<file path="config.mk">
export PLATFORM = sky130hd
export DESIGN_NAME = pipeifq
export DESIGN_NICKNAME = d
export VERILOG_FILES = /design/src/rtl/pipeifq.sv
export SDC_FILE = /design/constraint.sdc
export NUM_CORES = 1
export LEC_CHECK = 0
export ABC_AREA = 1
export CORE_AREA = 2 2 154 156
export CTS_CLUSTER_DIAMETER = 50
export DETAILED_ROUTE_END_ITERATION = 12
export DIE_AREA = 0 0 156 158
export GPL_ROUTABILITY_DRIVEN = 1
export PLACE_DENSITY = 0.73
export SYNTH_ARGS = -nofsm -noshare
export SYNTH_HDL_FRONTEND = slang
export SYNTH_SLANG_ARGS = --single-unit
</file>
<file path="constraint.sdc">
create_clock -name clock -period 5.7 [get_ports clock]
set_input_delay 1.14 -clock clock [delete_from_list [all_inputs] [get_ports clock]]
set_output_delay 1.14 -clock clock [all_outputs]
set_load 0.02 [all_outputs]
</file>
<file path="src/rtl/pipeifq.sv">
// pipeifq: instruction prefetch queue between fetch and decode.
// Circular buffer of DEPTH {pc4, instruction} pairs. The head entry is
// presented combinationally to decode; a redirect (flush) empties the queue.
// Also counts decode cycles lost to an empty queue, saturating at 16'hFFFF.
module pipeifq #(
    parameter int DEPTH = 4,
    parameter int AW    = 2
) (
    input  logic          clock,
    input  logic          reset,
    input  logic          f_valid,
    input  logic [31:0]   f_pc4,
    input  logic [31:0]   f_ins,
    output logic          f_ready,
    input  logic          wpcir,
    input  logic          flush,
    output logic          d_valid,
    output logic [31:0]   dpc4,
    output logic [31:0]   inst,
    output logic [AW:0]   count,
    output logic [15:0]   bubble_cnt
);

    localparam logic [AW:0] FULL = (AW+1)'(DEPTH);
    localparam logic [AW:0] ONE  = (AW+1)'(1);

    logic [63:0]  r_mem [DEPTH];
    logic [AW-1:0] r_wp;
    logic [AW-1:0] r_rp;
    logic [AW:0]   r_count;
    logic [15:0]   r_bubble;

    logic w_push;
    logic w_pop;
    logic w_empty;

    // Full/empty come from the registered count only, so f_ready never
    // depends on a same-cycle pop.
    assign w_empty = (r_count == '0);
    assign f_ready = (r_count != FULL);
    assign d_valid = ~w_empty;
    assign w_push  = f_valid & f_ready & ~flush;
    assign w_pop   = d_valid & wpcir & ~flush;

    // Head entry, forced to zero (nop, pc4=0) when the queue is empty.
    assign dpc4       = d_valid ? r_mem[r_rp][63:32] : 32'h0;
    assign inst       = d_valid ? r_mem[r_rp][31:0]  : 32'h0;
    assign count      = r_count;
    assign bubble_cnt = r_bubble;

    // Storage write; contents are don't-care until a pointer covers them.
    always_ff @(posedge clock) begin
        if (w_push) r_mem[r_wp] <= {f_pc4, f_ins};
    end

    // Pointers and occupancy; flush overrides any same-cycle push or pop.
    always_ff @(posedge clock or posedge reset) begin
        if (reset) begin
            r_wp    <= '0;
            r_rp    <= '0;
            r_count <= '0;
        end else if (flush) begin
            r_wp    <= '0;
            r_rp    <= '0;
            r_count <= '0;
        end else begin
            if (w_push) r_wp <= r_wp + 1'b1;
            if (w_pop)  r_rp <= r_rp + 1'b1;
            if (w_push && !w_pop)      r_count <= r_count + ONE;
            else if (w_pop && !w_push) r_count <= r_count - ONE;
        end
    end

    // Empty-queue decode bubbles; survives flush, saturates instead of wrapping.
    always_ff @(posedge clock or posedge reset) begin
        if (reset)
            r_bubble <= '0;
        else if (wpcir && w_empty && !flush && (r_bubble != 16'hFFFF))
            r_bubble <= r_bubble + 16'd1;
    end

endmodule

</file>
==> impl_metrics.ini, run 1 <==
[run_status]
status = finished, final reports clean

[finish]
fin_nets = 1203
final_layout_size_suffix_gt1_share_pct = 8.26
fillCellCount = 1784
stdcell_count = 1441
syn_to_final_growth_pct = 25.1
final_util_pct = 61.8

[synthesis]
postSynthCellCount = 976
netlist_area_mm2 = 0.0114
synth_seq_cells = 279
synth-edff-count = 256
synthFlopType = edfxtp_1
yosys.area.top_type = edfxtp_1
synthArstFlopShare_pct = 8.24
synth.top_cell.area_share_pct = 67.4
synthTopCellsByArea = edfxtp_1 (67%), nor2_1 (9.2%), o21ai_0 (5.9%), dfrtp_1 (5.0%), a21oi_1 (2.9%)
yosysWarningCount = 0
synth_cell_types = 28
ys_seq_area_share_pct = 72.5
syn_nets = 1051
synth.most_common_cell = nor2_1
ys_top_cells_by_count = nor2_1 (280), edfxtp_1 (256), o21ai_0 (135)
avgSynthCellArea_um2 = 11.7

[power_and_ir_drop]
leakagePower_uw = 0.00504
vdd_ir_drop_max_v = 0.000277
p_per_area_mw_per_mm2 = 455

[grt]
grt_antenna_before_repair = 1
grt.total_usage_pct = 20.1
grt-ovfl-total = 0
grt_pass1_vias = 7474
grt_max_degree = 94
grt_pass1_wl_um = 38500

[route]
route.detailed.drc = 0
first_iter_violations = 524
routed_via_density = 5.28
antenna_left = 0
dr.pass1.iters = 5
wl_um = 24700
wire_per_inst_um = 17.1
vias = 7605

[die]
die_h_um = 158
core_area_mm2 = 0.0231
start_util_pct = 49.4
rows = 56
die_area_mm2 = 0.0246
io_pins = 154
die_width_um = 156

[place]
dpl.hpwl_um = 14000
dp_cells = 1382
gp_congestion = 0.767
io_buffers = 153

[critical_path]
cp-end-kind = primary output
cp_max_fo = 93
arrival_ps = 3350
rrSetupSlack_ps = 3160
crit_type = register to primary output
worst-r2r-cell-count = 5
cp.required_ps = 4560
critPathLaunchType = register
rr_startpoint = count[0]$_DFFE_PP0P_
r2r-end = r_mem[0][54]$_DFFE_PP_

[clocking]
cts_root_buffer = clkbuf_16
clk_pin_slew_ps = 60
htree_levels = 2
cts_resized = 0
clockBufferDepth = 3
cts_tree = built
cts_hold_buf = 0
postCtsSetupRepairBufs = 0
numCtsBuffers = 34
clk_latency_ps = 490
cts_sinks = 279

[sta]
fin_worst_skew_ps = 6.86
setup_tns_ps = 0
fmax_ghz = 0.223
finalSetupViolations = 0
rsz0062_at_grt = false
hold_violations = 0
final-max-slew-violation-count = 0
tightest_slew_ps = 1040
finalCriticalPeriod_ps = 4490
period_share_pct = 78.8
relSlewSlack_pct = 30.7

[worst_hold_path]
hp-start = bubble_cnt[1]$_DFFE_PP0P_
min_to = bubble_cnt[1]$_DFFE_PP0P_
hold_depth = 2
min_path_type = register to register

[job]
drv_cap = 0
-- worst max-delay path: stages (launching register included) --
cell and delay (ps):
dfrtp_4 690, buf_4 820, nor2_1 110, nor2_1 110, o21ai_0 90, a21oi_1 270, clkdlybuf4s50_1 650
-- placed cells by master (no fill, tap or decap) --
cell type        count
nor2_1             276
edfxtp_1           256
clkdlybuf4s50_1    153
o21ai_0            135
nand2_1             86
a21oi_1             65
clkbuf_16           35
inv_1               24
dfrtp_1             21
nand2_2             13
buf_4               12
nand3_1              9
xnor2_1              7
nor2_4               6
clkinv_2             6
clkbuf_1             6
nand4_1              5
inv_2                5
inv_6                5
ha_1                 5
clkinv_1             4
nand3_2              2
bufinv_16            2
diode_2              1
nand2_4              1
nor2_2               1
nand2_8              1
o21ai_1              1
nor3_1               1
fa_1                 1
inv_8                1
clkinv_4             1
clkinvlp_4           1
buf_12               1
dfrtp_4              1
dfrtp_2              1
-- metal layers --
layer,global-route usage (%),share of wire (%)
met1,26.4,42
met2,33.9,49
met3,4.08,6.6
met4,6.73,2.1
met5,0,0
-- power by group --
| group | leakage (uW) | switching, uW | internal (uW) |
|---|---|---|---|
| registers | 0.00263 | 81.4 | 2390 |
| logic | 0.00189 | 1220 | 785 |
| clock network | 0.000517 | 789 | 1220 |
| total | 0.00504 | 2090 | 4400 |
-- final cells by class --
type,instances,area [um2],area share [%]
well taps,290,363,2.55
flip-flops and latches,279,8270,58.0
clock inverters,17,158,1.11
repair buffers,166,1640,11.5
multi-input cells,615,2800,19.6
diodes,1,2.50,0.0176
inverters,32,128,0.895
clock buffers,41,898,6.30
-- logic make-up after synthesis --
logic type	synth area share (%)
compound gates	8.83
xor+xnor	0.538
fa+ha+maj	0.725
buf+inv	3.23
flops	72.5
simple gates	14.2
-- through the flow --
stage / hold slack (ps) / power [uW] / cell area (um2) / setup WS (ps)
3_5_place_dp: 552 / 4530 / 13200 / 1770
6_report: 572 / 6480 / 14300 / 1210
2_1_floorplan: 579 / 3630 / 11400 / 1110
3_3_place_gp: 546 / 4510 / 13200 / 1760
5_1_grt: 614 / 6790 / 14300 / 991
4_1_cts: 567 / 6550 / 14300 / 1140
-- sequential cells by signal, summed over array words and instances (netlist names) --
register    cells
bubble_cnt     16
count           3
r_mem         256
r_rp            2
r_wp            2
-- worst max path at each step --
stage | start | end | slack, ps | depth (start not counted)
finish | r_rp[0]$_DFFE_PP0P_ | inst[14] | 1210 | 6
global route | r_rp[0]$_DFFE_PP0P_ | dpc4[31] | 990 | 6
CTS | r_rp[0]$_DFFE_PP0P_ | inst[0] | 1140 | 6
detailed placement | r_rp[0]$_DFFE_PP0P_ | inst[0] | 1770 | 6
global placement | r_rp[0]$_DFFE_PP0P_ | inst[31] | 1760 | 6
floorplan | flush | r_mem[0][0]$_DFFE_PP_ | 1110 | 3
No activity file was read; power rests on OpenSTA's default activity.
==> run 2: changes to the inputs <==
Settings changed: PLACE_DENSITY 0.73 to 0.76.
Clock period 5.7 ns to 4 ns, I/O delays scaled along.
==> run 2 against run 1 <==
Clock power grew 25%. First-iteration DRC count grew 17%. Highest routed layer is now met5. Sequential cell count is the same. Largest cell class unchanged.
==> impl_metrics.ini, run 2 (same netlist as run 1, synthesis figures left out) <==
[power_and_ir_drop]
clkPwrFrac_pct = 28.2
p_comb_share_pct = 32.8
leakagePower_uw = 0.00498
power.switching_uw = 2930
p_int_uw = 6030
power_frac_seq_pct = 39.0
p_sw_share_pct = 32.7
p_per_area_mw_per_mm2 = 632
vdd_ir_drop_max_v = 0.000472

[die]
die_h_um = 158
core_area_mm2 = 0.0231
die_width_um = 156
start_util_pct = 49.4
io_pins = 154
rows = 56
die_area_mm2 = 0.0246

[critical_path]
crit_chain = buf_12 > nor2_1 > nor2_1 > o21ai_0 > a21oi_1 > clkdlybuf4s50_1
rr_startpoint = count[0]$_DFFE_PP0P_
slowest_delay_ps = 660
cp_max_fo = 129
cp-end-kind = primary output
worst-r2r-cell-count = 13
critPathLaunchType = register
path_buf_inv = 2
cp_top_family = buffers and inverters
r2r-end = count[2]$_DFFE_PP0P_
crit_type = register to primary output
crit_slowest_cell = clkdlybuf4s50_1
arrival_ps = 2780
crit_top_cell = nor2_1
cp.required_ps = 3200
rrSetupSlack_ps = 1800

[sta]
finalSetupViolations = 0
setup_ws_ps = 422
finalCriticalPeriod_ps = 3580
final-max-slew-violation-count = 0
rsz0062_at_grt = false
relSlewSlack_pct = 37.7
fmax_ghz = 0.280
fin_worst_skew_ps = 12.6
hold_violations = 0
period_share_pct = 89.4
whs_ps = 582
tightest_slew_ps = 933

[route]
first_iter_violations = 613
met1Wirelength_um = 10600
wl_um = 25000
top_layer = met5
routed_via_density = 5.31
wl_met2_um = 12400
vias = 7633
route.detailed.drc = 0
antenna_left = 0
dr_wl_met3_um = 1550
dr.pass1.iters = 4
wire_per_inst_um = 17.4

[finish]
antenna_cells = 0
multi_input_area_mm2 = 0.00280
syn_to_final_growth_pct = 24.3
fin_nets = 1201
top_register = r_mem
largest_reg_flops = 256
final_common_cell = nor2_1
regArea_mm2 = 0.00827
final_layout_size_suffix_gt1_share_pct = 7.50
layout_common_cells = nor2_1 (276), edfxtp_1 (256), clkdlybuf4s50_1 (153)
fillCellCount = 1748

[place]
dp_slack_ps = 1030
dpl.hpwl_um = 14600
gp_congestion = 0.818
io_buffers = 153

[grt]
grt_pass1_vias = 7535
grt_antenna_before_repair = 1
grt-ovfl-total = 0
grt_pass1_wl_um = 38800
grt_max_degree = 130
grt.total_usage_pct = 20.1

[clocking]
cts_sinks = 279
clk_pin_slew_ps = 60
htree_levels = 1
clockBufferDepth = 3
cts_hold_buf = 0
clk_latency_ps = 550
cts_root_buffer = clkbuf_16
postCtsSetupRepairBufs = 0
cts_resized = 0
numCtsBuffers = 29
cts_tree = built

[worst_hold_path]
hp-start = bubble_cnt[0]$_DFFE_PP0P_
min_to = bubble_cnt[0]$_DFFE_PP0P_
hold_depth = 2
min_path_type = register to register

[run_status]
status = finished, final reports clean

[job]
drv_cap = 0
## run 2: final cells by class
cell class	instances	share of cell area (%)
sequential	279	58.4
multi-input combinational	615	19.7
timing repair buffer	169	12.1
clock buffer	39	5.39
tap	290	2.56
clock inverter	13	0.910
inverter	32	0.901
## run 2: worst max-delay path by stage
| stage | start | end | cells after the start |
|---|---|---|---|
| 2_1_floorplan | flush | r_mem[0][0]$_DFFE_PP_ | 3 |
| 3_3_place_gp | flush | count[2]$_DFFE_PP0P_ | 13 |
| 3_5_place_dp | flush | count[2]$_DFFE_PP0P_ | 13 |
| 4_1_cts | r_rp[0]$_DFFE_PP0P_ | dpc4[31] | 6 |
| 5_1_grt | r_rp[0]$_DFFE_PP0P_ | inst[25] | 6 |
| 6_report | r_rp[0]$_DFFE_PP0P_ | dpc4[25] | 6 |
## run 2: routing by layer
metal,up-vias,global-route usage (%)
met4,2,6.47
met5,-,0
met2,254,34.1
met1,3667,27.0
met3,41,2.98
li1,3669,-
## run 2: worst reg2reg max path, delay by kind of cell (launching register included)
kind	cells	cell delay, ps
flip-flops	1	430
adder cells (fa/ha/maj)	1	380
buffers and inverters	2	200
AND/OR/NAND/NOR	10	1090
## run 2: power groups by stage
stage	clock network (uW)	logic [uW]	registers, uW
finish	2520	2940	3490
global route	2680	3180	3510
CTS	2570	2970	3490
detailed placement	0	2950	3550
global placement	0	2930	3550
floorplan	0	1590	3590
## run 2: per-stage QoR
step	power, uW	instance area (um2)	TNS, ps	util, %	std cells
after floorplan	5180	11400	-63120	-	976
after global placement	6470	13300	0	57.6	1385
after detailed placement	6500	13300	0	57.6	1385
after CTS	9030	14200	0	61.4	1437
after global routing	9380	14200	0	61.4	1437
final	8960	14200	0	61.4	1437
==> run 3: changes to the inputs <==
Settings changed: CTS_CLUSTER_DIAMETER 50 to unset, PLACE_DENSITY 0.76 to unset, PLACE_DENSITY_LB_ADDON set to 0.3.
==> run 3 against run 2 <==
Clock skew rose by 6.8 ps. Critical endpoint is now dpc4[9]. Setup slack improved by 39 ps. Wire length fell by 1.6%. Non-clock buffer count fell by 1. Cell count barely moved. Fmax rose by 1.1%. Hold slack got worse by 17 ps.
==> impl_metrics.ini, run 3 (same netlist as run 1, synthesis figures left out) <==
[run_status]
status = finished, final reports clean

[sta]
fmax_ghz = 0.283
rsz0062_at_grt = false
relSlewSlack_pct = 39.7
period_share_pct = 88.5
final-max-slew-violation-count = 0
tightest_slew_ps = 904
finalCriticalPeriod_ps = 3540
finalSetupViolations = 0
fin_worst_skew_ps = 19.4
setup_tns_ps = 0
hold_violations = 0

[place]
io_buffers = 153
gp_congestion = 0.866
dpl.hpwl_um = 13700

[clocking]
clockBufferDepth = 3
cts_root_buffer = clkbuf_16
htree_levels = 1
numCtsBuffers = 28
cts_resized = 0
cts_hold_buf = 0
postCtsSetupRepairBufs = 0
cts_sinks = 279
clk_pin_slew_ps = 60
clk_latency_ps = 540
cts_tree = built

[power_and_ir_drop]
power_frac_seq_pct = 37.7
clkPwrFrac_pct = 30.7
p_comb_share_pct = 31.6
p_int_uw = 6360
leakagePower_uw = 0.00505
power.switching_uw = 2910
vdd_ir_drop_max_v = 0.000468
p_sw_share_pct = 31.4
p_per_area_mw_per_mm2 = 649

[die]
die_area_mm2 = 0.0246
die_h_um = 158
start_util_pct = 49.4
die_width_um = 156
io_pins = 154
core_area_mm2 = 0.0231
rows = 56

[finish]
final_layout_size_suffix_gt1_share_pct = 8.46
fin_nets = 1199
regArea_mm2 = 0.00827
multi_input_area_mm2 = 0.00280
largest_reg_flops = 256
final_common_cell = nor2_1
final_util_pct = 61.9
fillCellCount = 1740
syn_to_final_growth_pct = 25.3
top_register = r_mem
layout_common_cells = nor2_1 (276), edfxtp_1 (256), clkdlybuf4s50_1 (153)

[grt]
grt_antenna_before_repair = 2
grt.total_usage_pct = 19.9
grt-ovfl-total = 0
grt_pass1_vias = 7429
grt_max_degree = 130
grt_pass1_wl_um = 38100

[worst_hold_path]
min_path_type = register to register

[route]
antenna_left = 0
first_iter_violations = 436
routed_via_density = 5.27
dr.pass1.iters = 4
wire_per_inst_um = 17.1
wl_um = 24600
route.detailed.drc = 0
vias = 7574

[critical_path]
cp_max_fo = 129
cp-end-kind = primary output
crit_type = register to primary output
arrival_ps = 2740
critPathLaunchType = register
cp.required_ps = 3200
rrSetupSlack_ps = 1750

[job]
drv_cap = 0
-- run 3: power groups by stage --
stage	clock (uW)	sequential (uW)	combinational [uW]
floorplan	0	3590	1590
global placement	0	3550	2920
detailed placement	0	3550	2940
CTS	2900	3490	2970
global route	3010	3510	3180
finish	2850	3490	2930
-- run 3: final timing paths --
kind                                            from                        end  cells after the start
min in group asynchronous                      reset        r_wp[1]$_DFFE_PP0P_                      2
min                        bubble_cnt[1]$_DFFE_PP0P_  bubble_cnt[1]$_DFFE_PP0P_                      2
max in group asynchronous                      reset        r_rp[0]$_DFFE_PP0P_                      2
max                              r_rp[0]$_DFFE_PP0P_                    dpc4[9]                      6
max reg2reg                     count[0]$_DFFE_PP0P_       count[2]$_DFFE_PP0P_                     13
min reg2reg                bubble_cnt[1]$_DFFE_PP0P_  bubble_cnt[1]$_DFFE_PP0P_                      2
-- run 3: cell type report --
class	count	share of cell area, %
repair buffers	168	11.9
multi-input cells	615	19.6
diodes	2	0.0350
clock inverters	18	1.90
well taps	290	2.54
inverters	32	0.894
clock buffers	34	5.28
flip-flops and latches	279	57.9
-- run 3: critical path, cell delays in order, from the launching register on --
cell and delay, ps:
dfrtp_4 440, buf_12 400, nor2_1 120, nor2_1 120, o21ai_0 120, a21oi_1 220, clkdlybuf4s50_1 650
-- run 3: metrics by stage --
step | power [uW] | area (um2) | hold WS, ps | worst slack [ps] | cells
3_5_place_dp | 6490 | 13200 | 550 | 1020 | 1384
5_1_grt | 9700 | 14300 | 598 | 303 | 1437
2_1_floorplan | 5180 | 11400 | 579 | -247 | 976
3_3_place_gp | 6470 | 13200 | 545 | 1070 | 1384
6_report | 9270 | 14300 | 565 | 461 | 1438
4_1_cts | 9360 | 14300 | 568 | 473 | 1436
-- run 3: layer usage --
metal  global-route usage (%)  wire (um)  vias to the layer above  part of all wire, %
li1                         -          -                     3683                    -
met1                     24.7      10300                     3648                   42
met2                     35.5      12400                      206                   50
met3                     3.78       1410                       37                  5.7
met4                     6.03        537                        0                  2.2
met5                        0          0                        -                    0
